`config.mk`:
```
export PLATFORM = sky130hd
export DESIGN_NAME = muladder_sequencer_flat
export DESIGN_NICKNAME = d
export VERILOG_FILES = /design/src/rtl/muladder_sequencer_pkg.sv /design/src/rtl/muladder_sequencer_if.sv /design/src/rtl/muladder_sequencer_valid_delay_line.sv /design/src/rtl/muladder_sequencer.sv /design/src/flat_wrapper.sv
export SDC_FILE = /design/constraint.sdc
export NUM_CORES = 1
export LEC_CHECK = 0
export CORE_MARGIN = 5
export CORE_UTILIZATION = 47
export DETAILED_ROUTE_END_ITERATION = 12
export MAX_ROUTING_LAYER = met4
export PLACE_DENSITY = 0.82
export SLEW_MARGIN = 20
export SYNTH_ARGS = -nofsm -noshare
export SYNTH_HDL_FRONTEND = slang
export SYNTH_HIERARCHICAL = 1
export SYNTH_SLANG_ARGS = --single-unit
```
`constraint.sdc`:
```
create_clock -name system_clk -period 3.8 [get_ports system_clk]
set_clock_uncertainty 0.1 [all_clocks]
set_input_delay 0.57 -clock system_clk [delete_from_list [all_inputs] [get_ports system_clk]]
set_output_delay 0.57 -clock system_clk [all_outputs]
set_load 0.02 [all_outputs]
```
`src/rtl/muladder_sequencer_pkg.sv`:
```
// muladder_sequencer shared definitions
// State encoding and default widths/latency for the DSP sequencer.
package muladder_sequencer_pkg;

    localparam int DATA_W_DEF  = 16;
    localparam int P_W_DEF     = 36;
    localparam int LEN_W_DEF   = 8;
    localparam int MUL_LAT_DEF = 3;

    typedef enum logic [1:0] {
        ST_IDLE  = 2'd0,
        ST_RUN   = 2'd1,
        ST_DRAIN = 2'd2,
        ST_DONE  = 2'd3
    } seq_state_t;

    function automatic logic is_busy(seq_state_t s);
        return s != ST_IDLE;
    endfunction

endpackage

```
`src/rtl/muladder_sequencer_if.sv`:
```
// muladder_sequencer command / operand / result bundle
// master = controller side, slave = sequencer side.
interface muladder_sequencer_if
    import muladder_sequencer_pkg::*;
#(
    parameter int DATA_W = DATA_W_DEF,
    parameter int P_W    = P_W_DEF,
    parameter int LEN_W  = LEN_W_DEF
);

    logic              start;
    logic [LEN_W-1:0]  len;
    logic [P_W-1:0]    bias;
    logic              sub_mode;

    logic              in_valid;
    logic              in_ready;
    logic [DATA_W-1:0] in_w;
    logic [DATA_W-1:0] in_x;

    logic              out_valid;
    logic              out_ready;
    logic [P_W-1:0]    out_data;

    modport master (
        output start, len, bias, sub_mode,
        output in_valid, in_w, in_x,
        output out_ready,
        input  in_ready, out_valid, out_data
    );

    modport slave (
        input  start, len, bias, sub_mode,
        input  in_valid, in_w, in_x,
        input  out_ready,
        output in_ready, out_valid, out_data
    );

endinterface

```
`src/rtl/muladder_sequencer_valid_delay_line.sv`:
```
// valid_delay_line: DEPTH-deep 1-bit shift register
// Tracks which slots of a fixed-latency pipeline carry real data.
module valid_delay_line
    import muladder_sequencer_pkg::*;
#(
    parameter int DEPTH = MUL_LAT_DEF
) (
    input  logic clk,
    input  logic aclr_n,
    input  logic en,
    input  logic sclr,
    input  logic din,
    output logic dout,
    output logic pending
);

    logic [DEPTH-1:0] sr;

    // New tag enters at the top bit and walks down to bit 0.
    always_ff @(posedge clk or negedge aclr_n) begin
        if (!aclr_n) begin
            sr <= '0;
        end else if (sclr) begin
            sr <= '0;
        end else if (en) begin
            sr <= (sr >> 1) | (DEPTH'(din) << (DEPTH - 1));
        end
    end

    assign dout    = sr[0];
    // Tags still in flight behind the one at the output.
    assign pending = |(sr >> 1);

endmodule

```
`src/rtl/muladder_sequencer.sv`:
```
// muladder_sequencer: feeds a MulAdder and accumulates a dot product
// Hides the DSP latency behind a start command and a valid/ready result.
module muladder_sequencer
    import muladder_sequencer_pkg::*;
#(
    parameter int DATA_W  = DATA_W_DEF,
    parameter int P_W     = P_W_DEF,
    parameter int LEN_W   = LEN_W_DEF,
    parameter int MUL_LAT = MUL_LAT_DEF
) (
    input  logic              system_clk,
    input  logic              rst_n,
    muladder_sequencer_if.slave bus,
    output logic              busy,
    output logic              ma_ce,
    output logic              ma_sclr,
    output logic              ma_subtract,
    output logic [DATA_W-1:0] ma_a,
    output logic [DATA_W-1:0] ma_b,
    output logic [P_W-1:0]    ma_c,
    input  logic [P_W-1:0]    ma_p
);

    seq_state_t       state;
    seq_state_t       state_nxt;

    logic [LEN_W-1:0] len_q;
    logic [P_W-1:0]   bias_q;
    logic             sub_q;
    logic [LEN_W-1:0] cnt;
    logic [P_W-1:0]   acc;

    logic             issue;
    logic             first_term;
    logic             last_term;
    logic             tag_out;
    logic             tag_pend;

    assign issue      = (state == ST_RUN) && bus.in_valid;
    assign first_term = (cnt == '0);
    // cnt stays below len_q in RUN, so this never wraps.
    assign last_term  = (cnt == len_q - LEN_W'(1));

    // State register.
    always_ff @(posedge system_clk or negedge rst_n) begin
        if (!rst_n) begin
            state <= ST_IDLE;
        end else begin
            state <= state_nxt;
        end
    end

    // Next-state decode.
    always_comb begin
        state_nxt = state;
        unique case (state)
            ST_IDLE: begin
                if (bus.start) begin
                    if (bus.len == '0) begin
                        state_nxt = ST_DONE;
                    end else begin
                        state_nxt = ST_RUN;
                    end
                end
            end
            ST_RUN: begin
                if (issue && last_term) begin
                    state_nxt = ST_DRAIN;
                end
            end
            ST_DRAIN: begin
                if (!tag_pend) begin
                    state_nxt = ST_DONE;
                end
            end
            ST_DONE: begin
                if (bus.out_ready) begin
                    state_nxt = ST_IDLE;
                end
            end
            default: state_nxt = ST_IDLE;
        endcase
    end

    // Output decode; non-issue cycles send zero bubbles.
    always_comb begin
        bus.in_ready  = 1'b0;
        bus.out_valid = 1'b0;
        bus.out_data  = '0;
        busy          = is_busy(state);
        ma_ce         = 1'b0;
        ma_sclr       = 1'b0;
        ma_subtract   = 1'b0;
        ma_a          = '0;
        ma_b          = '0;
        ma_c          = '0;
        unique case (state)
            ST_IDLE: begin
                ma_sclr = bus.start;
            end
            ST_RUN: begin
                bus.in_ready = 1'b1;
                ma_ce        = 1'b1;
                ma_subtract  = sub_q;
                if (issue) begin
                    ma_a = bus.in_w;
                    ma_b = bus.in_x;
                    if (first_term) begin
                        ma_c = bias_q;
                    end
                end
            end
            ST_DRAIN: begin
                ma_ce       = 1'b1;
                ma_subtract = sub_q;
            end
            ST_DONE: begin
                bus.out_valid = 1'b1;
                bus.out_data  = acc;
                ma_subtract   = sub_q;
            end
            default: begin
                busy = 1'b0;
            end
        endcase
    end

    // Command capture on an accepted start.
    always_ff @(posedge system_clk or negedge rst_n) begin
        if (!rst_n) begin
            len_q  <= '0;
            bias_q <= '0;
            sub_q  <= 1'b0;
        end else if (ma_sclr) begin
            len_q  <= bus.len;
            bias_q <= bus.bias;
            sub_q  <= bus.sub_mode;
        end
    end

    // Issue counter.
    always_ff @(posedge system_clk or negedge rst_n) begin
        if (!rst_n) begin
            cnt <= '0;
        end else if (ma_sclr) begin
            cnt <= '0;
        end else if (issue) begin
            cnt <= cnt + LEN_W'(1);
        end
    end

    // Accumulator; bias arrives via C of the first term, or directly for len 0.
    always_ff @(posedge system_clk or negedge rst_n) begin
        if (!rst_n) begin
            acc <= '0;
        end else if (ma_sclr) begin
            acc <= (bus.len == '0) ? bus.bias : '0;
        end else if (ma_ce && tag_out) begin
            acc <= acc + ma_p;
        end
    end

    valid_delay_line #(
        .DEPTH (MUL_LAT)
    ) u_tags (
        .clk     (system_clk),
        .aclr_n  (rst_n),
        .en      (ma_ce),
        .sclr    (ma_sclr),
        .din     (issue),
        .dout    (tag_out),
        .pending (tag_pend)
    );

endmodule
```
`src/flat_wrapper.sv`:
```
// flat-port wrapper written by rule: the top's interface ports become plain ports
module muladder_sequencer_flat import muladder_sequencer_pkg::*;
#(
    parameter int DATA_W  = DATA_W_DEF,
    parameter int P_W     = P_W_DEF,
    parameter int LEN_W   = LEN_W_DEF,
    parameter int MUL_LAT = MUL_LAT_DEF
)
  (system_clk, rst_n, busy, ma_ce, ma_sclr, ma_subtract, ma_a, ma_b, ma_c, ma_p, bus_start, bus_len, bus_bias, bus_sub_mode, bus_in_valid, bus_in_w, bus_in_x, bus_out_ready, bus_in_ready, bus_out_valid, bus_out_data);
  muladder_sequencer_if #(.DATA_W(DATA_W), .P_W(P_W), .LEN_W(LEN_W)) bus_i ();
  input  logic system_clk;
  input  logic rst_n;
  output logic busy;
  output logic ma_ce;
  output logic ma_sclr;
  output logic ma_subtract;
  output logic [DATA_W-1:0] ma_a;
  output logic [DATA_W-1:0] ma_b;
  output logic [P_W-1:0] ma_c;
  input  logic [P_W-1:0] ma_p;
  input wire logic [$bits(bus_i.start)-1:0] bus_start;
  input wire logic [$bits(bus_i.len)-1:0] bus_len;
  input wire logic [$bits(bus_i.bias)-1:0] bus_bias;
  input wire logic [$bits(bus_i.sub_mode)-1:0] bus_sub_mode;
  input wire logic [$bits(bus_i.in_valid)-1:0] bus_in_valid;
  input wire logic [$bits(bus_i.in_w)-1:0] bus_in_w;
  input wire logic [$bits(bus_i.in_x)-1:0] bus_in_x;
  input wire logic [$bits(bus_i.out_ready)-1:0] bus_out_ready;
  output wire logic [$bits(bus_i.in_ready)-1:0] bus_in_ready;
  output wire logic [$bits(bus_i.out_valid)-1:0] bus_out_valid;
  output wire logic [$bits(bus_i.out_data)-1:0] bus_out_data;
  assign bus_i.start = bus_start;
  assign bus_i.len = bus_len;
  assign bus_i.bias = bus_bias;
  assign bus_i.sub_mode = bus_sub_mode;
  assign bus_i.in_valid = bus_in_valid;
  assign bus_i.in_w = bus_in_w;
  assign bus_i.in_x = bus_in_x;
  assign bus_i.out_ready = bus_out_ready;
  assign bus_in_ready = bus_i.in_ready;
  assign bus_out_valid = bus_i.out_valid;
  assign bus_out_data = bus_i.out_data;
  muladder_sequencer #(.DATA_W(DATA_W), .P_W(P_W), .LEN_W(LEN_W), .MUL_LAT(MUL_LAT)) u_core (.system_clk(system_clk), .rst_n(rst_n), .bus(bus_i), .busy(busy), .ma_ce(ma_ce), .ma_sclr(ma_sclr), .ma_subtract(ma_subtract), .ma_a(ma_a), .ma_b(ma_b), .ma_c(ma_c), .ma_p(ma_p));
endmodule
```
==> flow_summary.yaml, run 1 <==
power:
  comb_power_share: 0.578
  internal_power_uw: 3470
  p_clk_frac: 0.144
  p_leak_uw: 0.00443
  pwr_density_cell_mw_per_mm2: 646
  power_switching_uw: 2730
  switching_share: 0.440
  power.share.sequential: 0.278
  peakVddDrop_mv: 0.316
placement:
  pre_cts_ws_ns: -0.0144
  portBuffers: 227
  gp_congestion: 0.894
  post_dp_cell_area_mm2: 0.00932
  dpl.hpwl_mm: 16.8
synthesis:
  synth-seq-cells: 94
  syn-cell-area_mm2: 0.00686
  synth_cell_types: 60
  synth_top_area_cell: "dfrtp_1"
  synth_seq_area_share: 0.343
  syn-num-nets: 1008
  synth_top_cell_area_share: 0.343
  synthArstFlopShare: 1.00
  synth_commonest_cells: "174 x nand2_1, 94 x dfrtp_1, 79 x and2_1, 61 x a21oi_1, 48 x nor2_1"
  synth_ff_type: "dfrtp_1"
  yosys-top-cells-area: "dfrtp_1 34%, nand2_1 9.5%, ha_1 7.8%"
  yosys_warnings: 6
  yosysMostFrequentCell: "nand2_1"
  synth_area_per_cell_um2: 8.11
  synth_cells: 846
  synth_edf_count: 0
outcome:
  run_status: "finished, final reports clean"
routing:
  viasPerCell: 5.61
  dr.pass1.iters: 5
  num_vias: 6972
  drc: 0
  antenna_left: 0
  finalWirelength_mm: 22.0
  route.detailed.wl_per_inst_um: 17.7
  drtIter0Drc: 552
clocking:
  post_cts_buffers: 0
  hold_buffers: 0
  clk_latency_ns: 0.35
  htreeDepth: 3
  cts_sinks: 94
  cts_resized: 0
  clk_pin_slew_ns: 0.07
  cts_buffers: 9
  cts_tree: "done"
  cts-root-buf: "clkbuf_16"
  cts_buffer_depth: 2
sta:
  slew_headroom: 0.416
  finalHoldViolCount: 0
  rsz0062_at_grt: "false"
  setup_viol: 0
  fmax_ghz: 0.289
  post-route-min-period_ns: 3.46
  maxSlewViolCount: 0
  final_critical_path_setup_slack_ns: 0.336
  fin_crit_sh: 0.912
  worst_slew_pin_slew_ns: 0.873
  tns_ns: 0
floorplan:
  dieArea_mm2: 0.0171
  row_count: 44
  start_util: 0.476
  ios: 228
  dieHeight_um: 131
  die_w_um: 131
  core_area_mm2: 0.0144
final_layout:
  nFillCells: 1237
  area_growth_pct: 39.9
  final_cell_area_mm2: 0.00960
  final_util: 0.666
  antennaDiodeCount: 0
  nNetsFinal: 1215
  layout-drive-gt1-share: 0.0473
grt:
  track_usage: 0.259
  grt_max_degree: 52
  grt_first_pass_wirelength_mm: 34.1
  antenna_found_initial: 0
  gr-total-overflow: 0
  grt_pass1_vias: 6637
critical_path:
  startpoint_type: "input port"
  endpoint_kind: "flip-flop"
  critPathRequiredTime_ns: 3.97
  arrival_ns: 3.63
  path_class: "in -> reg"
  crit_path_max_fanout: 4
run:
  cap_viol_max_count: 0
hold_path:
  hold_path.class: "in -> async"
[state kept, by name (all words and copies together), names as in the netlist]
name and count:
u_core/acc 36, u_core/bias_q 36, u_core/cnt 8, u_core/len_q 8, u_core/state 2, u_core/sub_q 1
u_core/u_tags/sr 3
[power by group through the flow]
stage / Combinational [uW] / Sequential, uW / Clock [uW]
2_1_floorplan: 2500 / 1620 / 0
3_3_place_gp: 3480 / 1720 / 0
3_5_place_dp: 3560 / 1730 / 0
4_1_cts: 3580 / 1720 / 909
5_1_grt: 3960 / 1770 / 940
6_report: 3580 / 1720 / 891
[critical path, cell delays in order]
cell and delay (ns):
clkdlybuf4s50_1 0.47, ha_1 0.16, inv_1 0.06, fa_1 0.38, and2b_1 0.24, o211ai_1 0.10
a31oi_1 0.28, a41oi_1 0.24, o31ai_2 0.40, a31o_2 0.29, a41oi_1 0.14, xor2_1 0.16
o21ai_0 0.14
[kinds of logic (layout without fill, tap and decap cells)]
group                    after synthesis  after routing  synth area share
AND/OR/NAND/NOR                      389            389             0.277
AO/OA/AOI/OAI                        197            197             0.188
flip-flops                            94             94             0.343
buffers and inverters                 66            278            0.0376
adder cells (fa/ha/maj)               44             44            0.0813
XOR/XNOR                              43             43            0.0549
multiplexers                          13             13            0.0190
[final timing paths]
kind,start,to,slack [ns],cells after the start
setup reg to reg,u_core/acc[0]$_DFFE_PN0P_,u_core/acc[28]$_DFFE_PN0P_,0.66,12
hold reg to reg,u_core/bias_q[5]$_DFFE_PN0P_,u_core/bias_q[5]$_DFFE_PN0P_,0.37,2
max in group asynchronous,rst_n,u_core/sub_q$_DFFE_PN0P_,2.64,2
hold / removal,rst_n,u_core/acc[14]$_DFFE_PN0P_,0.14,1
setup / recovery,ma_p[0],u_core/acc[28]$_DFFE_PN0P_,0.34,13
min in group system_clk,u_core/bias_q[5]$_DFFE_PN0P_,u_core/bias_q[5]$_DFFE_PN0P_,0.37,2
[per-layer routing]
layer,part of all wire,up-vias,track usage
met5,0,-,-
met4,0.014,0,0.0708
met3,0.076,23,0.0232
met2,0.48,288,0.434
met1,0.43,3280,0.338
li1,-,3381,-
[cell type report]
type | instances | area (um^2) | area share
clock inverter | 4 | 47.5 | 0.00495
tap | 184 | 230 | 0.0240
timing repair buffer | 246 | 2410 | 0.251
multi-input combinational | 686 | 4260 | 0.444
clock buffer | 12 | 236 | 0.0246
inverter | 16 | 60.1 | 0.00626
sequential | 94 | 2350 | 0.245
[per-stage QoR]
step,hold slack (ns),power [uW],instances
3_5_place_dp,0.354,5290,1226
4_1_cts,0.159,6200,1242
5_1_grt,0.199,6660,1242
3_3_place_gp,0.350,5200,1226
6_report,0.142,6200,1242
2_1_floorplan,0.174,4120,846
[cell usage in the layout (no fill, tap or decap), types with 5 or more instances in the layout]
cell type          n
clkdlybuf4s50_1  226
nand2_1          173
dfrtp_1           94
and2_1            79
a21oi_1           61
nor2_1            48
ha_1              43
and3_1            39
o21ai_0           34
xor2_1            22
xnor2_1           21
buf_4             20
a21o_1            20
o22ai_1           20
inv_1             15
mux2i_1           13
o211ai_1          10
clkbuf_16          9
nand4_1            9
a32oi_1            9
a31oi_1            8
nor3_1             6
or3_1              5
nand3_1            5
a211oi_1           5
nand2b_1           5
o21a_1             5
nor4_1             5
(Power assumes the default switching activity.)
==> inputs of run 2 (changes only) <==
--- a/config.mk
+++ b/config.mk
@@ -10,7 +10,8 @@
 export DETAILED_ROUTE_END_ITERATION = 12
 export MAX_ROUTING_LAYER = met4
 export PLACE_DENSITY = 0.82
-export SLEW_MARGIN = 20
+export RECOVER_POWER = 25
+export SLEW_MARGIN = 5
 export SYNTH_ARGS = -nofsm -noshare
 export SYNTH_HDL_FRONTEND = slang
 export SYNTH_HIERARCHICAL = 1
==> run 2 against run 1 <==
  * The run now ends with capacitance limit, slew limit left
  * Die area stayed put
  * Routed wire length about the same
  * Register-to-register slack about the same
  * Combinational power about the same
  * Sequential share of layout area about the same
  * First-iteration DRC count shrank 0.36%
  * Total power about the same
  * Critical path type unchanged
  * Highest routed layer unchanged
==> flow_summary.yaml, run 2 (same netlist as run 1, synthesis figures left out) <==
routing:
  num_vias: 6968
  finalWirelength_mm: 22.0
  drc: 0
  viasPerCell: 5.61
  dr.pass1.iters: 6
  route.detailed.wl_per_inst_um: 17.7
  drtIter0Drc: 550
  antenna_left: 0
clocking:
  post_cts_buffers: 0
  clk_latency_ns: 0.35
  htreeDepth: 3
  hold_buffers: 0
  cts_sinks: 94
  cts_tree: "done"
  cts_resized: 0
  cts_buffers: 9
  cts-root-buf: "clkbuf_16"
  clk_pin_slew_ns: 0.07
  cts_buffer_depth: 2
critical_path:
  path_class: "in -> reg"
  reg2reg_slack_ns: 0.67
  endpoint_kind: "flip-flop"
  startpoint_type: "input port"
  crit_path_max_fanout: 4
  arrival_ns: 3.63
  critPathRequiredTime_ns: 3.97
floorplan:
  start_util: 0.476
  die_w_um: 131
  ios: 228
  core_area_mm2: 0.0144
  row_count: 44
  dieArea_mm2: 0.0171
  dieHeight_um: 131
final_layout:
  nNetsFinal: 1215
  final_common_cell: "clkdlybuf4s50_1"
  antennaDiodeCount: 0
  final_util: 0.665
  layout-drive-gt1-share: 0.0463
  area_growth_pct: 39.8
  nFillCells: 1239
  final_cell_area_mm2: 0.00959
  reg.largest.list: "u_core/acc (36), u_core/bias_q (36)"
  layout.cells.most_common_list: "226 x clkdlybuf4s50_1, 173 x nand2_1, 94 x dfrtp_1"
grt:
  grt_pass1_vias: 6637
  grt_max_degree: 52
  track_usage: 0.259
  antenna_found_initial: 0
  grt_first_pass_wirelength_mm: 34.1
  gr-total-overflow: 0
placement:
  dpl.hpwl_mm: 16.8
  pre_cts_ws_ns: -0.0144
  gp_congestion: 0.894
  post_dp_cell_area_mm2: 0.00932
  portBuffers: 227
sta:
  fmax_ghz: 0.289
  whs_ns: 0.365
  worst_slew_pin_slew_ns: 2.70
  final_critical_path_setup_slack_ns: 0.338
  maxSlewViolCount: 49
  setup_viol: 0
  fin_crit_sh: 0.911
  finalHoldViolCount: 0
  slew_headroom: -0.797
  rsz0062_at_grt: "false"
  post-route-min-period_ns: 3.46
outcome:
  run_status: "finished, violations left"
  failed_checks: "capacitance limit, slew limit"
run:
  cap_viol_max_count: 1
power:
  pwr_density_cell_mw_per_mm2: 646
  peakVddDrop_mv: 0.316
  total_power_uw: 6200
  p_leak_uw: 0.00442
hold_path:
  hold_path.class: "reg -> reg"
run 2: cell types whose count changed in the layout (fill, tap and decap cells not counted):
cell,before,now
buf_4,20,17
clkbuf_1,3,4
clkbuf_2,0,2
run 2: final timing paths:
path                                              start                           end  cells past startpoint
max in group asynchronous                         rst_n      u_core/sub_q$_DFFE_PN0P_                      2
setup / recovery                                ma_p[0]    u_core/acc[28]$_DFFE_PN0P_                     13
setup reg to reg              u_core/acc[0]$_DFFE_PN0P_    u_core/acc[28]$_DFFE_PN0P_                     12
min in group asynchronous                         rst_n    u_core/acc[14]$_DFFE_PN0P_                      1
hold reg to reg            u_core/bias_q[9]$_DFFE_PN0P_  u_core/bias_q[9]$_DFFE_PN0P_                      2
hold / removal             u_core/bias_q[9]$_DFFE_PN0P_  u_core/bias_q[9]$_DFFE_PN0P_                      2
run 2: per-layer routing:
layer	vias to the layer above	routed length [um]	global-route usage
li1	3379	-	-
met5	-	0	-
met1	3275	9380	0.338
met2	291	10700	0.434
met4	0	287	0.0708
met3	23	1650	0.0232
run 2: critical path: stages:
cell,delay [ns]
clkdlybuf4s50_1,0.47
ha_1,0.16
inv_1,0.06
fa_1,0.38
and2b_1,0.24
o211ai_1,0.10
a31oi_1,0.28
a41oi_1,0.24
o31ai_2,0.40
a31o_2,0.29
a41oi_1,0.14
xor2_1,0.16
o21ai_0,0.14
run 2: stage by stage:
step,setup TNS [ns],cells
floorplan,0,846
global placement,0,1226
detailed placement,-0.0144,1226
CTS,0,1242
global route,0,1242
finish,0,1242
run 2: area by class of cell:
class / instances / area (um^2) / area share
clock buffers: 12 / 236 / 0.0247
clock inverters: 4 / 47.5 / 0.00496
inverters: 16 / 60.1 / 0.00626
multi-input cells: 686 / 4260 / 0.444
flip-flops and latches: 94 / 2350 / 0.245
well taps: 184 / 230 / 0.0240
repair buffers: 246 / 2400 / 0.251
run 2: where the power goes:
part	switching, uW	internal (uW)	leakage [uW]
sequential	310	1410	0.00122
combinational	2040	1550	0.00306
clock	382	509	0.000137
total	2730	3470	0.00442
==> inputs of run 3 (changes only) <==
--- a/config.mk
+++ b/config.mk
@@ -5,6 +5,7 @@
 export SDC_FILE = /design/constraint.sdc
 export NUM_CORES = 1
 export LEC_CHECK = 0
+export CAP_MARGIN = 20
 export CORE_MARGIN = 5
 export CORE_UTILIZATION = 47
 export DETAILED_ROUTE_END_ITERATION = 12
==> results of run 3 <==
The final DEF is identical to that of run 2; final timing and power are the same.
